### src/rtl/pixel_write_arbiter.sv
// pixel_write_arbiter
// Arbitrates VGA pixel writes between the screen-clear engine and the
// tile-draw engine. The winner keeps a grant for a burst of up to MAX_BURST
// pixels. Accepted pixels are range-checked and then forwarded to the VGA
// adapter one cycle later. Out-of-range pixels are consumed and counted in a
// saturating drop counter.
module pixel_write_arbiter #(
   parameter int X_MAX     = 319,
   parameter int Y_MAX     = 239,
   parameter int MAX_BURST = 64
) (
   input  logic       clock,
   input  logic       resetn,
   input  logic       clr_req,
   input  logic [8:0] clr_x,
   input  logic [7:0] clr_y,
   input  logic [2:0] clr_colour,
   input  logic       tile_req,
   input  logic [8:0] tile_x,
   input  logic [7:0] tile_y,
   input  logic [2:0] tile_colour,
   output logic       clr_gnt,
   output logic       tile_gnt,
   output logic [8:0] vga_x,
   output logic [7:0] vga_y,
   output logic [2:0] vga_colour,
   output logic       vga_plot,
   output logic [7:0] drop_count,
   output logic       busy
);

   localparam int              BW         = $clog2(MAX_BURST + 1);
   localparam logic [BW-1:0]   BURST_LAST = BW'(MAX_BURST - 1);
   localparam logic [8:0]      X_LIM      = 9'(X_MAX);
   localparam logic [7:0]      Y_LIM      = 8'(Y_MAX);

   typedef enum logic [1:0] {
      IDLE       = 2'd0,
      GRANT_CLR  = 2'd1,
      GRANT_TILE = 2'd2
   } state_t;

   state_t          state;
   logic [BW-1:0]   burst_cnt;
   logic            fair_tile;

   logic            acc_p0;
   logic            last_p0;
   logic            in_range_p0;
   logic [8:0]      sel_x_p0;
   logic [7:0]      sel_y_p0;
   logic [2:0]      sel_colour_p0;

   // Saturating increment: the drop counter sticks at its maximum value
   function automatic logic [7:0] sat_inc8(input logic [7:0] v);
      return (v == 8'hFF) ? v : v + 8'd1;
   endfunction

   // Stage p0: decide acceptance and select the owner's pixel
   always_comb begin
      acc_p0        = 1'b0;
      sel_x_p0      = clr_x;
      sel_y_p0      = clr_y;
      sel_colour_p0 = clr_colour;
      if (state == GRANT_CLR) begin
         acc_p0 = clr_req;
      end else if (state == GRANT_TILE) begin
         acc_p0        = tile_req;
         sel_x_p0      = tile_x;
         sel_y_p0      = tile_y;
         sel_colour_p0 = tile_colour;
      end
      in_range_p0 = (sel_x_p0 <= X_LIM) && (sel_y_p0 <= Y_LIM);
      last_p0     = acc_p0 && (burst_cnt == BURST_LAST);
   end

   // Grant FSM: fixed clear priority, burst limit, one-shot tile fairness
   always_ff @(posedge clock or negedge resetn) begin
      if (!resetn) begin
         state     <= IDLE;
         clr_gnt   <= 1'b0;
         tile_gnt  <= 1'b0;
         busy      <= 1'b0;
         burst_cnt <= '0;
         fair_tile <= 1'b0;
      end else begin
         case (state)
            IDLE: begin
               burst_cnt <= '0;
               if (fair_tile && tile_req) begin
                  state     <= GRANT_TILE;
                  tile_gnt  <= 1'b1;
                  busy      <= 1'b1;
                  fair_tile <= 1'b0;
               end else if (clr_req) begin
                  state     <= GRANT_CLR;
                  clr_gnt   <= 1'b1;
                  busy      <= 1'b1;
                  fair_tile <= 1'b0;
               end else if (tile_req) begin
                  state     <= GRANT_TILE;
                  tile_gnt  <= 1'b1;
                  busy      <= 1'b1;
                  fair_tile <= 1'b0;
               end
            end
            GRANT_CLR: begin
               if (!clr_req || last_p0) begin
                  state     <= IDLE;
                  clr_gnt   <= 1'b0;
                  busy      <= 1'b0;
                  burst_cnt <= '0;
                  // A full clear burst gives the tile engine the next turn
                  if (last_p0) fair_tile <= 1'b1;
               end else begin
                  burst_cnt <= burst_cnt + BW'(1);
               end
            end
            GRANT_TILE: begin
               if (!tile_req || last_p0) begin
                  state     <= IDLE;
                  tile_gnt  <= 1'b0;
                  busy      <= 1'b0;
                  burst_cnt <= '0;
               end else begin
                  burst_cnt <= burst_cnt + BW'(1);
               end
            end
            default: begin
               state     <= IDLE;
               clr_gnt   <= 1'b0;
               tile_gnt  <= 1'b0;
               busy      <= 1'b0;
               burst_cnt <= '0;
            end
         endcase
      end
   end

   // Stage p1: register in-range pixels for the VGA adapter, count drops
   always_ff @(posedge clock or negedge resetn) begin
      if (!resetn) begin
         vga_x      <= '0;
         vga_y      <= '0;
         vga_colour <= '0;
         vga_plot   <= 1'b0;
         drop_count <= '0;
      end else begin
         vga_plot <= acc_p0 && in_range_p0;
         if (acc_p0 && in_range_p0) begin
            vga_x      <= sel_x_p0;
            vga_y      <= sel_y_p0;
            vga_colour <= sel_colour_p0;
         end
         if (acc_p0 && !in_range_p0) begin
            drop_count <= sat_inc8(drop_count);
         end
      end
   end

endmodule

### config.mk
export PLATFORM = sky130hd
export DESIGN_NAME = pixel_write_arbiter
export DESIGN_NICKNAME = d
export VERILOG_FILES = /design/src/rtl/pixel_write_arbiter.sv
export SDC_FILE = /design/constraint.sdc
export NUM_CORES = 1
export LEC_CHECK = 0
export CAP_MARGIN = 20
export CORE_UTILIZATION = 40
export DETAILED_ROUTE_END_ITERATION = 12
export HOLD_SLACK_MARGIN = 0.15
export PLACE_DENSITY = 0.74
export REMOVE_ABC_BUFFERS = 1
export SETUP_SLACK_MARGIN = 0.4
export SYNTH_ARGS = -nofsm -noshare
export SYNTH_HDL_FRONTEND = slang
export SYNTH_SLANG_ARGS = --single-unit
### constraint.sdc
create_clock -name clock -period 2.2 [get_ports clock]
set_input_delay 0.55 -clock clock [delete_from_list [all_inputs] [get_ports clock]]
set_output_delay 0.55 -clock clock [all_outputs]
set_load 0.005 [all_outputs]
After elaboration in Yosys (flattened, before gate mapping):

Cells that the tools add are included.

* register bits after elaboration: 42
* bits of input ports: 44
* output and inout port bits: 32
* word-level logic and storage cells: 82

* mux-type cells: 35
* reduce and logical (&&, ||, !) cells: 17
* order comparisons: 2
* equality and inequality tests: 12
* add/sub/neg operators: 2
* bitwise logic cells: 3

Operator list (number)
* $mux 9: 2
* $mux 1: 16
* $mux 8: 2
* $mux 7: 2
* $pmux 7 s2: 1
* $reduce_and 4->1: 3
* $mux 2: 5
* $le 9x9->1 const B: 1
* $pmux 1 s3: 3
* $add 8x1->8 const B: 1
* $eq 8x8->1 const B: 1
* $le 8x8->1 const B: 1
* $add 7x1->7 const B: 1
* $eq 7x6->1 const B: 1
* $mux 3: 2
* $ne 2x2->1 const B: 3
* $ne 3x3->1 const B: 2
* $pmux 2 s3: 1
* $logic_and 1x1->1: 5
* $ne 2x1->1 const B: 2
* $ne 4x4->1 const B: 1
* $logic_not 1->1: 3
* $not 1->1: 3
* $reduce_and 3->1: 1
* 7 further kinds: 8

Depth between registers and ports, before layout:

* word-level depth: 8
* gate-level depth with buffers: 9

Worst setup path before layout:

Ideal clock, no wire load.

* path kind: reg2reg
* from: register state[0]
* to: register vga_x[8]
* setup slack: 96 ps
* clock period less this slack: 2104 ps
* data required time: 2075 ps
* cell stages (with the launch flop): 8
* path buffers: 1
* data arrival time: 1979 ps
* cells stage by stage: dfrtp_1 -> inv_1 -> ha_1 -> nor2b_1 -> buf_6 -> mux2_4 -> a221oi_4 -> mux2_2

* cells in the longest elaborated chain, start to end: 6
* elaborated cells between the ends (all ways): 12
* those cells by class: order compare: 2; eq/ne: 2; mux: 6; reduce/logical: 2

RTL lines
* start, declared: line 43 `state_t state;`
* start signal, assigned: line 80 `state <= IDLE;`
* start signal, assigned: line 91 `state <= GRANT_TILE;`
* start signal, assigned: line 96 `state <= GRANT_CLR;`
* $eq 2x2->1: line 67 `end else if (state == GRANT_TILE) begin`
* $mux 9 / $mux 8 (equally long branches): line 67
* $mux 9 / $mux 8 (equally long branches): line 65 `if (state == GRANT_CLR) begin`
* $le 9x9->1 / $le 8x8->1 (equally long branches): line 73 `in_range_p0 = (sel_x_p0 <= X_LIM) && (sel_y_p0 <= Y_LIM);`
* $logic_and 1x1->1: line 73
* $logic_and 1x1->1: line 150 `if (acc_p0 && in_range_p0) begin`
* end signal, assigned: line 151 `vga_x <= sel_x_p0;`
* end, declared: line 24 `output logic [8:0] vga_x,`

Several ways; a longest one is shown, not always the timed one.
A chain may end at the register's enable or synchronous reset.

Final worst setup path:

* from: register state[1]
* to: register vga_y[5]

* cells in the longest elaborated chain, start to end: 6
* elaborated cells between the ends (all ways): 12
* those cells by class: order compare: 2; eq/ne: 2; mux: 6; reduce/logical: 2

RTL lines
* $eq 2x2->1: line 67
* $mux 9 / $mux 8 (equally long branches): line 67
* $mux 9 / $mux 8 (equally long branches): line 65
* $le 9x9->1 / $le 8x8->1 (equally long branches): line 73
* $logic_and 1x1->1: line 73
* $logic_and 1x1->1: line 150
* end signal, assigned: line 152 `vga_y <= sel_y_p0;`
* end, declared: line 25 `output logic [7:0] vga_y,`

Several ways; a longest one is shown, not always the timed one.

==> impl_metrics.py <==
metrics = {
    "status": {
        "status": "completed",
    },
    "global_routing": {
        "antenna_found_initial": 0,
        "grt_pass1_vias": 1894,
        "gr-total-overflow": 0,
        "met3_usage_pct": 7.90,
        "grt_pass1_wl_mm": 8.98,
        "busiest_layer": "met2",
        "grt_max_degree": 25,
        "use_met2_pct": 37.0,
        "use_met1_pct": 25.5,
        "grt_usage_pct": 21.8,
    },
    "logic_synthesis": {
        "synth_edf_count": 0,
        "yosysTopAreaCell": "dfrtp_1",
        "async_flop_share_pct": 100,
        "syn_avg_cell_area_sq_um": 10.8,
        "synth_area_sq_um": 2110,
        "yosysSeqAreaShare_pct": 49.7,
        "synth_ff_type": "dfrtp_1",
        "netlist.area_leader.share_pct": 49.7,
        "synth_seq_cells": 42,
        "syn-instance-count": 196,
        "synth_cell_types": 36,
        "yosysWarnings": 0,
        "synth.area.top_cells": "dfrtp_1, mux2i_1, nor2_1",
    },
    "sta": {
        "post-route-min-period_ns": 2.15,
        "clock_skew_ns": 0.00750,
        "rsz0062_at_grt": "true",
        "fmax_mhz": 466,
        "hold_viol_final": 0,
        "relSlewSlack_pct": 65.2,
        "tightest_slew_ns": 0.522,
        "post-route-period-util_pct": 97.6,
        "drv_slew": 0,
        "tns_ns": 0,
        "setup-violations-final": 0,
    },
    "job": {
        "maxCapViolCount": 0,
    },
    "placed_design": {
        "dpl.hpwl_mm": 3.68,
        "routabilityCongestion": 0.777,
        "port-buffer-count": 75,
    },
    "final_layout": {
        "synthToLayoutAreaGrowth_pct": 65.2,
        "diodes": 0,
        "nNetsFinal": 362,
        "drive_gt1_share_pct": 22.3,
    },
    "power": {
        "clockPowerShare_pct": 13.9,
        "comb_power_share_pct": 53.9,
        "p_switching_uw": 1260,
        "finalPower_uw": 3790,
        "p_sw_share_pct": 33.3,
        "power_density_nw_per_um2": 1090,
        "seqPwrFrac_pct": 32.2,
        "peakVddDrop_mv": 0.595,
        "leakagePower_uw": 0.00156,
        "p_int_uw": 2530,
    },
    "route": {
        "first_iter_violations": 52,
        "vias": 1877,
        "wire_per_inst_um": 14.2,
        "drc": 0,
        "viasPerCell": 4.89,
        "routed_wl_mm": 5.43,
        "ant_nets": 0,
        "dr.pass1.iters": 4,
    },
    "floorplanning": {
        "start_util_pct": 41.4,
        "dieArea_sq_um": 5580,
        "io_pins": 76,
        "core_area_sq_um": 5110,
        "die_width_um": 74.7,
        "rows": 26,
        "die_h_um": 74.7,
    },
    "critical_path": {
        "worstPathRequired_ns": 2.38,
        "end_kind": "register",
        "critPathKind": "reg2reg",
        "arrival_ns": 2.33,
        "cp_max_fo": 10,
        "start_kind": "register",
    },
    "clock_tree": {
        "cts_root_buf": "clkbuf_8",
        "hold_buffers": 0,
        "tritoncts_num_sinks": 42,
        "cts_buffer_depth": 2,
        "numCtsBuffers": 5,
        "cts_tree": "yes",
        "path_clk_slew_ns": 0.09,
        "h-tree-depth": 2,
        "clkLatencyLatePin_ns": 0.30,
    },
    "worst_hold_path": {
        "hp-class": "in2async",
    },
}
==> sequential cells by signal, indices dropped and copies added (netlist names) <==
signal,flops
vga_x,9
drop_count,8
vga_y,8
burst_cnt,7
vga_colour,3
state,2
busy,1
clr_gnt,1
fair_tile,1
tile_gnt,1
vga_plot,1
==> Yosys cell counts (2+ instances only) <==
library cell and n:
nand4_1 4, a21oi_1 23, o21ai_0 2, nand3_1 4, nor4b_2 2, xnor2_1 2, inv_1 4, nor3_1 2
mux2_2 2, nor2b_1 2, nor2_1 37, o32a_1 2, mux2i_2 2, and3_1 2, xor2_1 9, ha_1 5
buf_4 2, buf_6 4, dfrtp_1 42, nand3b_1 2, mux2i_1 19, nand2_1 9
==> per-layer routing <==
metal	routed length [um]	share of wire [%]
met1	2170	40
met2	2810	52
met3	413	7.6
met4	40	0.74
met5	0	0
==> power groups by stage <==
stage                     registers (uW)  logic (uW)  clock network [uW]
after floorplan                     1230         767                   0
after global placement              1220        1680                   0
after detailed placement            1230        1700                   0
after CTS                           1220        2030                 534
after global routing                1260        2230                 576
final                               1220        2040                 528
==> path summary, 6_finish.rpt <==
| check | depth (start not counted) | startpoint | slack (ns) | end |
|---|---|---|---|---|
| min reg2reg | 1 | burst_cnt[0] | 0.48 | burst_cnt[0] |
| min in group clock | 1 | burst_cnt[0] | 0.48 | burst_cnt[0] |
| min | 1 | resetn | 0.22 | drop_count[7] |
| max | 10 | state[1] | 0.05 | vga_y[5] |
| max in group asynchronous | 2 | resetn | 1.42 | vga_x[3] |
| max reg2reg | 10 | state[1] | 0.05 | vga_y[5] |
==> cells by family (layout without fill, tap and decap cells) <==
group	Yosys count	after routing	synth area share (%)
AND/OR/NAND/NOR	66	66	15.0
flip-flops	42	42	49.7
multiplexers	24	24	12.1
AO/OA/AOI/OAI	37	37	11.8
XOR/XNOR	11	11	4.56
buffers and inverters	11	129	3.79
adder cells (fa/ha/maj)	5	5	2.96
==> what timing repair did <==
item | 4_1_cts | 5_1_grt
resized for setup | 19 | 9
setup buffers | 15 | 5
gates cloned | 3 | 0
endpoints found under the setup margin | 32 | 45
pin swaps | 5 | 2
==> layout by cell type, fill, tap and decap left out, types with 2 or more instances in the layout <==
cell,n
clkdlybuf4s50_1,68
nand3_1,4
xnor2_1,2
clkbuf_8,6
xor2_1,9
a21oi_1,23
o21ai_0,2
dlymetal6s2s_1,6
buf_4,30
nor3_1,2
inv_1,2
nand2_1,8
and3_1,2
mux2_2,2
o32a_1,2
nor2_1,37
dfrtp_1,42
mux2i_1,19
buf_12,3
nor4b_4,2
ha_1,3
inv_2,2
buf_16,3
nand4_1,4
buf_6,6
nand3b_1,2
==> per-stage QoR <==
step	std cells	setup WS (ns)	hold WS [ns]	utilization, %	area (sq um)
after global routing	384	-0.0579	0.246	68.3	3490
after CTS	379	0.0784	0.239	67.1	3430
after global placement	353	-0.0141	0.442	59.8	3050
final	384	0.0529	0.217	68.3	3490
after floorplan	189	-1.83	0.254	-	2050
after detailed placement	353	-0.0549	0.461	59.8	3050
==> worst max-delay path, stage by stage, from the launching register on <==
cell and delay, ns:
dfrtp_1 0.41, inv_2 0.07, ha_2 0.19, nor2b_4 0.13
buf_12 0.12, mux2_4 0.32, a221oi_4 0.31, buf_4 0.17
buf_6 0.12, buf_16 0.13, a21oi_1 0.06
==> cell type report <==
type	count	area (sq um)
Clock buffer	6	82.6
Fill cell	398	1620
Tap cell	70	87.6
Timing Repair Buffer	117	1200
Multi-Input combinational cell	143	1050
Sequential cell	42	1050
Inverter	4	15.0
Clock inverter	2	12.5
(Power assumes the default switching activity.)
